File: config.mk
export PLATFORM = sky130hd
export DESIGN_NAME = dsmp_window_addr_gen
export DESIGN_NICKNAME = d
export VERILOG_FILES = /design/src/rtl/dsmp_pkg.sv /design/src/rtl/dsmp_wrap_counter.sv /design/src/rtl/dsmp_window_addr_gen.sv
export SDC_FILE = /design/constraint.sdc
export NUM_CORES = 1
export LEC_CHECK = 0
export CAP_MARGIN = 20
export CORE_AREA = 2 2 102 114
export DETAILED_ROUTE_END_ITERATION = 8
export DIE_AREA = 0 0 104 116
export DONT_BUFFER_PORTS = 1
export PLACE_DENSITY = 0.57
export SLEW_MARGIN = 20
export SYNTH_ARGS = -nofsm -noshare
export SYNTH_HDL_FRONTEND = slang
export SYNTH_SLANG_ARGS = --single-unit
export TNS_END_PERCENT = 100
File: constraint.sdc
create_clock -name i_clk -period 5.05 [get_ports i_clk]
set_clock_uncertainty 0.15 [all_clocks]
set_input_delay 0.2525 -clock i_clk [delete_from_list [all_inputs] [get_ports i_clk]]
set_output_delay 0.2525 -clock i_clk [all_outputs]
set_load 0.05 [all_outputs]
File: src/rtl/dsmp_pkg.sv
// Shared definitions for the 2x2 down-sampling window address generator:
// bus width, FSM state encoding, tap position codes and a counter-width helper.
package dsmp_pkg;

    localparam int unsigned AW = 18;

    typedef enum logic [1:0] {
        StIdle = 2'd0,
        StRun  = 2'd1,
        StDone = 2'd2
    } dsmp_state_e;

    localparam logic [1:0] TAP_TL = 2'd0;
    localparam logic [1:0] TAP_TR = 2'd1;
    localparam logic [1:0] TAP_BL = 2'd2;
    localparam logic [1:0] TAP_BR = 2'd3;

    // Counter width for n states; a single-state counter still needs one bit.
    function automatic int unsigned cnt_width(input int unsigned n);
        return (n <= 1) ? 1 : $clog2(n);
    endfunction

endpackage

File: src/rtl/dsmp_wrap_counter.sv
// Wrapping up-counter: counts 0..TERMINAL on i_inc and flags the increment that wraps.
// State updates on the falling clock edge; i_rst is synchronous, active-high.
module dsmp_wrap_counter #(
    parameter int unsigned WIDTH    = 1,
    parameter int unsigned TERMINAL = 0
) (
    input  logic i_clk,
    input  logic i_rst,
    input  logic i_clr,
    input  logic i_inc,
    output logic o_wrap
);

    logic [WIDTH-1:0] r_count;

    // Wrap is combinational so the caller sees it on the same handshake.
    assign o_wrap = i_inc && (r_count == WIDTH'(TERMINAL));

    // Count register: clear on reset or new pass, wrap to zero after TERMINAL.
    always_ff @(negedge i_clk) begin
        if (i_rst || i_clr) begin
            r_count <= '0;
        end else if (i_inc) begin
            r_count <= o_wrap ? '0 : r_count + WIDTH'(1);
        end
    end

endmodule

File: src/rtl/dsmp_window_addr_gen.sv
// Source-pixel address sequencer for a 2x2 down-sampling pass, output-row-major order.
// Emits TL, TR, BL, BR for each window over a valid/ready handshake using adders only.
// Optional build macro: DSMP_BOUND_CHK_EN enables the sticky address-wrap flag o_oob_err;
// when undefined o_oob_err is tied low and no carry logic exists.
// All state updates on the falling edge of i_clk; i_rst is synchronous, active-high.
module dsmp_window_addr_gen
    import dsmp_pkg::*;
#(
    parameter int unsigned IMG_W = 256,
    parameter int unsigned IMG_H = 256
) (
    input  logic          i_clk,
    input  logic          i_rst,
    input  logic          i_start,
    input  logic [AW-1:0] i_base_addr,
    input  logic          i_addr_ready,
    output logic [AW-1:0] o_addr,
    output logic          o_addr_valid,
    output logic [1:0]    o_tap,
    output logic          o_last_tap,
    output logic          o_busy,
    output logic          o_done,
    output logic          o_oob_err
);

    localparam int unsigned COL_W = cnt_width(IMG_W / 2);
    localparam int unsigned ROW_W = cnt_width(IMG_H / 2);

    dsmp_state_e   r_state;
    dsmp_state_e   w_state_next;
    logic [AW-1:0] r_addr;
    logic [AW-1:0] r_win_base;  // TL address of the current window
    logic [AW-1:0] r_row_base;  // TL address of the first window in the current output row
    logic [1:0]    r_tap;

    logic          w_start_acc;
    logic          w_hs;
    logic          w_tap_br;
    logic          w_col_inc;
    logic          w_col_wrap;
    logic          w_row_wrap;
    logic          w_final;
    logic [AW-1:0] w_opa;
    logic [AW-1:0] w_opb;
    logic [AW-1:0] w_sum;

    assign w_start_acc = (r_state == StIdle) && i_start;
    assign w_hs        = (r_state == StRun) && i_addr_ready;
    assign w_tap_br    = (r_tap == TAP_BR);
    assign w_col_inc   = w_hs && w_tap_br;
    assign w_final     = w_row_wrap;

    dsmp_wrap_counter #(
        .WIDTH    (COL_W),
        .TERMINAL (IMG_W / 2 - 1)
    ) u_col_cnt (
        .i_clk  (i_clk),
        .i_rst  (i_rst),
        .i_clr  (w_start_acc),
        .i_inc  (w_col_inc),
        .o_wrap (w_col_wrap)
    );

    dsmp_wrap_counter #(
        .WIDTH    (ROW_W),
        .TERMINAL (IMG_H / 2 - 1)
    ) u_row_cnt (
        .i_clk  (i_clk),
        .i_rst  (i_rst),
        .i_clr  (w_start_acc),
        .i_inc  (w_col_wrap),
        .o_wrap (w_row_wrap)
    );

    // FSM state register.
    always_ff @(negedge i_clk) begin
        if (i_rst) begin
            r_state <= StIdle;
        end else begin
            r_state <= w_state_next;
        end
    end

    // FSM next state: start only counts in idle; done lasts exactly one cycle.
    always_comb begin
        w_state_next = r_state;
        unique case (r_state)
            StIdle:  if (i_start) w_state_next = StRun;
            StRun:   if (w_final) w_state_next = StDone;
            StDone:  w_state_next = StIdle;
            default: w_state_next = StIdle;
        endcase
    end

    // Operand select for the next address; a row change restarts from the row base.
    always_comb begin
        w_opa = r_win_base;
        w_opb = '0;
        unique case (r_tap)
            TAP_TL: w_opb = AW'(1);
            TAP_TR: w_opb = AW'(IMG_W);
            TAP_BL: w_opb = AW'(IMG_W + 1);
            TAP_BR: begin
                if (w_col_wrap) begin
                    w_opa = r_row_base;
                    w_opb = AW'(2 * IMG_W);
                end else begin
                    w_opb = AW'(2);
                end
            end
            default: w_opb = '0;
        endcase
    end

`ifdef DSMP_BOUND_CHK_EN
    logic [AW:0] w_sum_ext;
    logic        r_oob;

    assign w_sum_ext = {1'b0, w_opa} + {1'b0, w_opb};
    assign w_sum     = w_sum_ext[AW-1:0];
    assign o_oob_err = r_oob;

    // Sticky wrap flag: only sums that actually become emitted addresses count.
    always_ff @(negedge i_clk) begin
        if (i_rst || w_start_acc) begin
            r_oob <= 1'b0;
        end else if (w_hs && !w_final && w_sum_ext[AW]) begin
            r_oob <= 1'b1;
        end
    end
`else
    assign w_sum     = w_opa + w_opb;
    assign o_oob_err = 1'b0;
`endif

    // Address datapath: load base on start, advance one tap per handshake.
    always_ff @(negedge i_clk) begin
        if (i_rst) begin
            r_addr     <= '0;
            r_win_base <= '0;
            r_row_base <= '0;
            r_tap      <= TAP_TL;
        end else if (w_start_acc) begin
            r_addr     <= i_base_addr;
            r_win_base <= i_base_addr;
            r_row_base <= i_base_addr;
            r_tap      <= TAP_TL;
        end else if (w_hs) begin
            r_tap <= r_tap + 2'd1;
            // The sum after the final handshake would point past the image; keep it out.
            if (!w_final) begin
                r_addr <= w_sum;
                if (w_tap_br) begin
                    r_win_base <= w_sum;
                    if (w_col_wrap) begin
                        r_row_base <= w_sum;
                    end
                end
            end
        end
    end

    assign o_addr       = r_addr;
    assign o_addr_valid = (r_state == StRun);
    assign o_tap        = r_tap;
    assign o_last_tap   = (r_tap == TAP_BR);
    assign o_busy       = (r_state == StRun);
    assign o_done       = (r_state == StDone);

endmodule

==> results.sh <==
export IMPL_ys_flop_type="dfxtp_1"
export IMPL_slowest_stage="fa_2"
export IMPL_power_leakage_uw=0.00238
export IMPL_vias=4397
export IMPL_die_h_um=116
export IMPL_power_density_nw_per_um2=328
export IMPL_synth_edf_count=0
export IMPL_setup_viol=0
export IMPL_htree_levels=3
export IMPL_netlist_instances=535
export IMPL_critical_path_max_fanout=6
export IMPL_synth_cell_area_um2=4270
export IMPL_worst_slew_pin_slew_ns=0.930
export IMPL_cts_root_buf="clkbuf_16"
export IMPL_final_cell_mix="85 x inv_1, 79 x nor2_1, 75 x nand2_1"
export IMPL_startpoint_type="primary input"
export IMPL_path_delay_family="simple AND/OR/NAND/NOR gates"
export IMPL_p_int_uw=1130
export IMPL_postRouteAntennaNets=0
export IMPL_path_cells="and4b_2 > nand3_4 > mux2i_2 > fa_2 > nor2b_1 > o31ai_2 > a22oi_2 > buf_12 > a31oi_4 > nor4b_2 > a221o_1"
export IMPL_wirelength_um=13400
export IMPL_syn2layout_area_growth_pct=23.9
export IMPL_avgSynthCellArea_um2=7.98
export IMPL_finalPower_uw=1740
export IMPL_grt_pass1_wl_um=21700
export IMPL_fin_cells=784
export IMPL_slew_viol_final=0
export IMPL_grt_pass1_vias=4480
export IMPL_ys_warn_count=0
export IMPL_antenna_cells=0
export IMPL_p_sw_share_pct=34.7
export IMPL_p_comb_share_pct=9.8
export IMPL_drive_gt1_share_pct=14.6
export IMPL_dpl_cell_count=697
export IMPL_hpwl_um=9450
export IMPL_finish_utilization_pct=49.0
export IMPL_ctsHoldBuffers=0
export IMPL_vias_per_cell=5.61
export IMPL_max_stage_delay_ns=0.39
export IMPL_use_met3_pct=7.93
export IMPL_rows=40
export IMPL_hold_slack_ns=0.322
export IMPL_cts_tree="built"
export IMPL_synthArstFlopShare_pct=0
export IMPL_synth_yosys_seq_area_share_pct=33.7
export IMPL_cp_buffers_inverters=1
export IMPL_final_common_cell="inv_1"
export IMPL_place_area_um2=4720
export IMPL_slew_headroom_pct=38.0
export IMPL_drt_wirelength_per_cell_um=17.1
export IMPL_die_w_um=104
export IMPL_use_met2_pct=40.0
export IMPL_critPathRequiredTime_ns=2.71
export IMPL_grt_max_degree=40
export IMPL_hold_viol=0
export IMPL_io_buffers=0
export IMPL_cts_sinks=72
export IMPL_fin_area_um2=5290
export IMPL_nets=663
export IMPL_start_util_pct=39.5
export IMPL_ir_drop_v=0.000176
export IMPL_status="finished clean"
export IMPL_p_switching_uw=603
export IMPL_pwr_share_seq_pct=40.1
export IMPL_clockBufferDepth=2
export IMPL_synthDistinctLibCells=69
export IMPL_power_clock_fraction_pct=50.0
export IMPL_drtIter0Drc=261
export IMPL_grt_total_usage_pct=22.8
export IMPL_grt_busiest_layer="met2"
export IMPL_drv_cap=0
export IMPL_dr_pass1_iters=5
export IMPL_syn_nets=566
export IMPL_globalRouteOverflowTotal=0
export IMPL_hold_class="reg -> reg"
export IMPL_fillerInstances=1099
export IMPL_clkTransAtPathRegs_ns=0.04
export IMPL_cp_end_kind="register"
export IMPL_cts_buffers=9
export IMPL_gp_congestion=0.883
export IMPL_synth_seq_cells=72
export IMPL_clk_latency_ns=0.40
export IMPL_drc=0
export IMPL_rsz0062_at_grt="no"
export IMPL_worstSetupPathType="in -> reg"
export IMPL_die_area_um2=12100
export IMPL_core_um2=10800
export IMPL_pin_count=47
export IMPL_antenna_found_initial=0
export IMPL_grtUsageMet1_pct=24.9
export IMPL_worstPathArrival_ns=2.50
## stage by stage
| stage | setup slack [ns] | setup TNS, ns |
|---|---|---|
| finish | 0.212 | 0 |
| global route | 0.0324 | 0 |
| CTS | 0.0573 | 0 |
| detailed placement | -0.340 | -5.42 |
| global placement | -0.203 | -2.93 |
| floorplan | -0.387 | -10.57 |
## worst paths after layout
kind	endpoint	start	slack [ns]	cells past startpoint
worst min register to register	u_row_cnt.r_count[1]	u_row_cnt.r_count[1]	0.32	2
worst max register to register	r_row_base[10]	o_tap[1]	1.05	13
worst min-delay path	u_row_cnt.r_count[1]	u_row_cnt.r_count[1]	0.32	2
worst max-delay path	r_row_base[10]	i_addr_ready	0.21	11
## cell families (layout without fill, tap and decap cells)
| logic type | after synthesis | count (layout) | share of synthesized area [%] |
|---|---|---|---|
| AO/OA/AOI/OAI | 132 | 132 | 22.0 |
| AND/OR/NAND/NOR | 227 | 227 | 25.1 |
| multiplexers | 35 | 35 | 8.38 |
| XOR/XNOR | 17 | 17 | 3.49 |
| buffers and inverters | 42 | 144 | 4.42 |
| other | 1 | 1 | 0.0878 |
| adder cells (fa/ha/maj) | 9 | 9 | 2.81 |
| flip-flops | 72 | 72 | 33.7 |
## sequential cells by signal, summed over array words and instances, names as in the netlist
register and cells:
o_tap 2, u_col_cnt.r_count 7, r_win_base 18, r_state 2, r_row_base 18, o_addr 18
u_row_cnt.r_count 7
## worst register-to-register path, cell delays in order (launching register included)
cell	delay (ns)
dfxtp_1	0.67
ha_1	0.60
buf_4	0.24
and4b_2	0.27
nand3_4	0.12
mux2i_2	0.20
fa_2	0.39
nor2b_1	0.20
o31ai_2	0.13
a22oi_2	0.28
buf_12	0.15
a31oi_4	0.12
nor4b_2	0.28
a221o_1	0.14
## synthesized netlist by cell type (7+ instances only)
library cell	n	area, µm²
inv_1	12	45.0
nand3_1	18	90.1
o21ai_0	22	110
a21oi_1	33	165
dfxtp_1	72	1440
nand2_1	75	282
clkbuf_1	16	60.1
xnor2_1	10	87.6
mux2i_1	32	320
xor2_1	7	61.3
o221ai_1	11	96.3
buf_2	7	35.0
a211oi_1	13	97.6
nor2_1	79	297
nand4_1	12	75.1
ha_1	8	100
a31oi_1	10	62.6
## cell type report
type	instances	area, µm²	share of cell area (%)
Sequential cell	72	1440	27.2
Timing Repair Buffer	45	350	6.62
Inverter	11	41.3	0.780
Clock inverter	79	339	6.41
Tap cell	147	184	3.47
Multi-Input combinational cell	421	2710	51.2
Clock buffer	9	225	4.25
## what timing repair did
item	CTS	global route
endpoints found under the setup margin	0	9
setup buffers	0	0
resized for setup	0	6
## power groups by stage
stage          combinational [µW]  sequential, µW  clock [µW]
2_1_floorplan                 130             690        87.7
3_3_place_gp                  164             702        87.7
3_5_place_dp                  167             703        87.7
4_1_cts                       169             696         906
5_1_grt                       191             701         967
6_report                      171             697         869
## layer usage
metal  vias to the layer above  wire length [µm]
met2                       145              6770
met1                      2090              5500
li1                       2141                 -
met3                        21               856
met5                         -                 0
met4                         0               270
(Power assumes the default switching activity.)
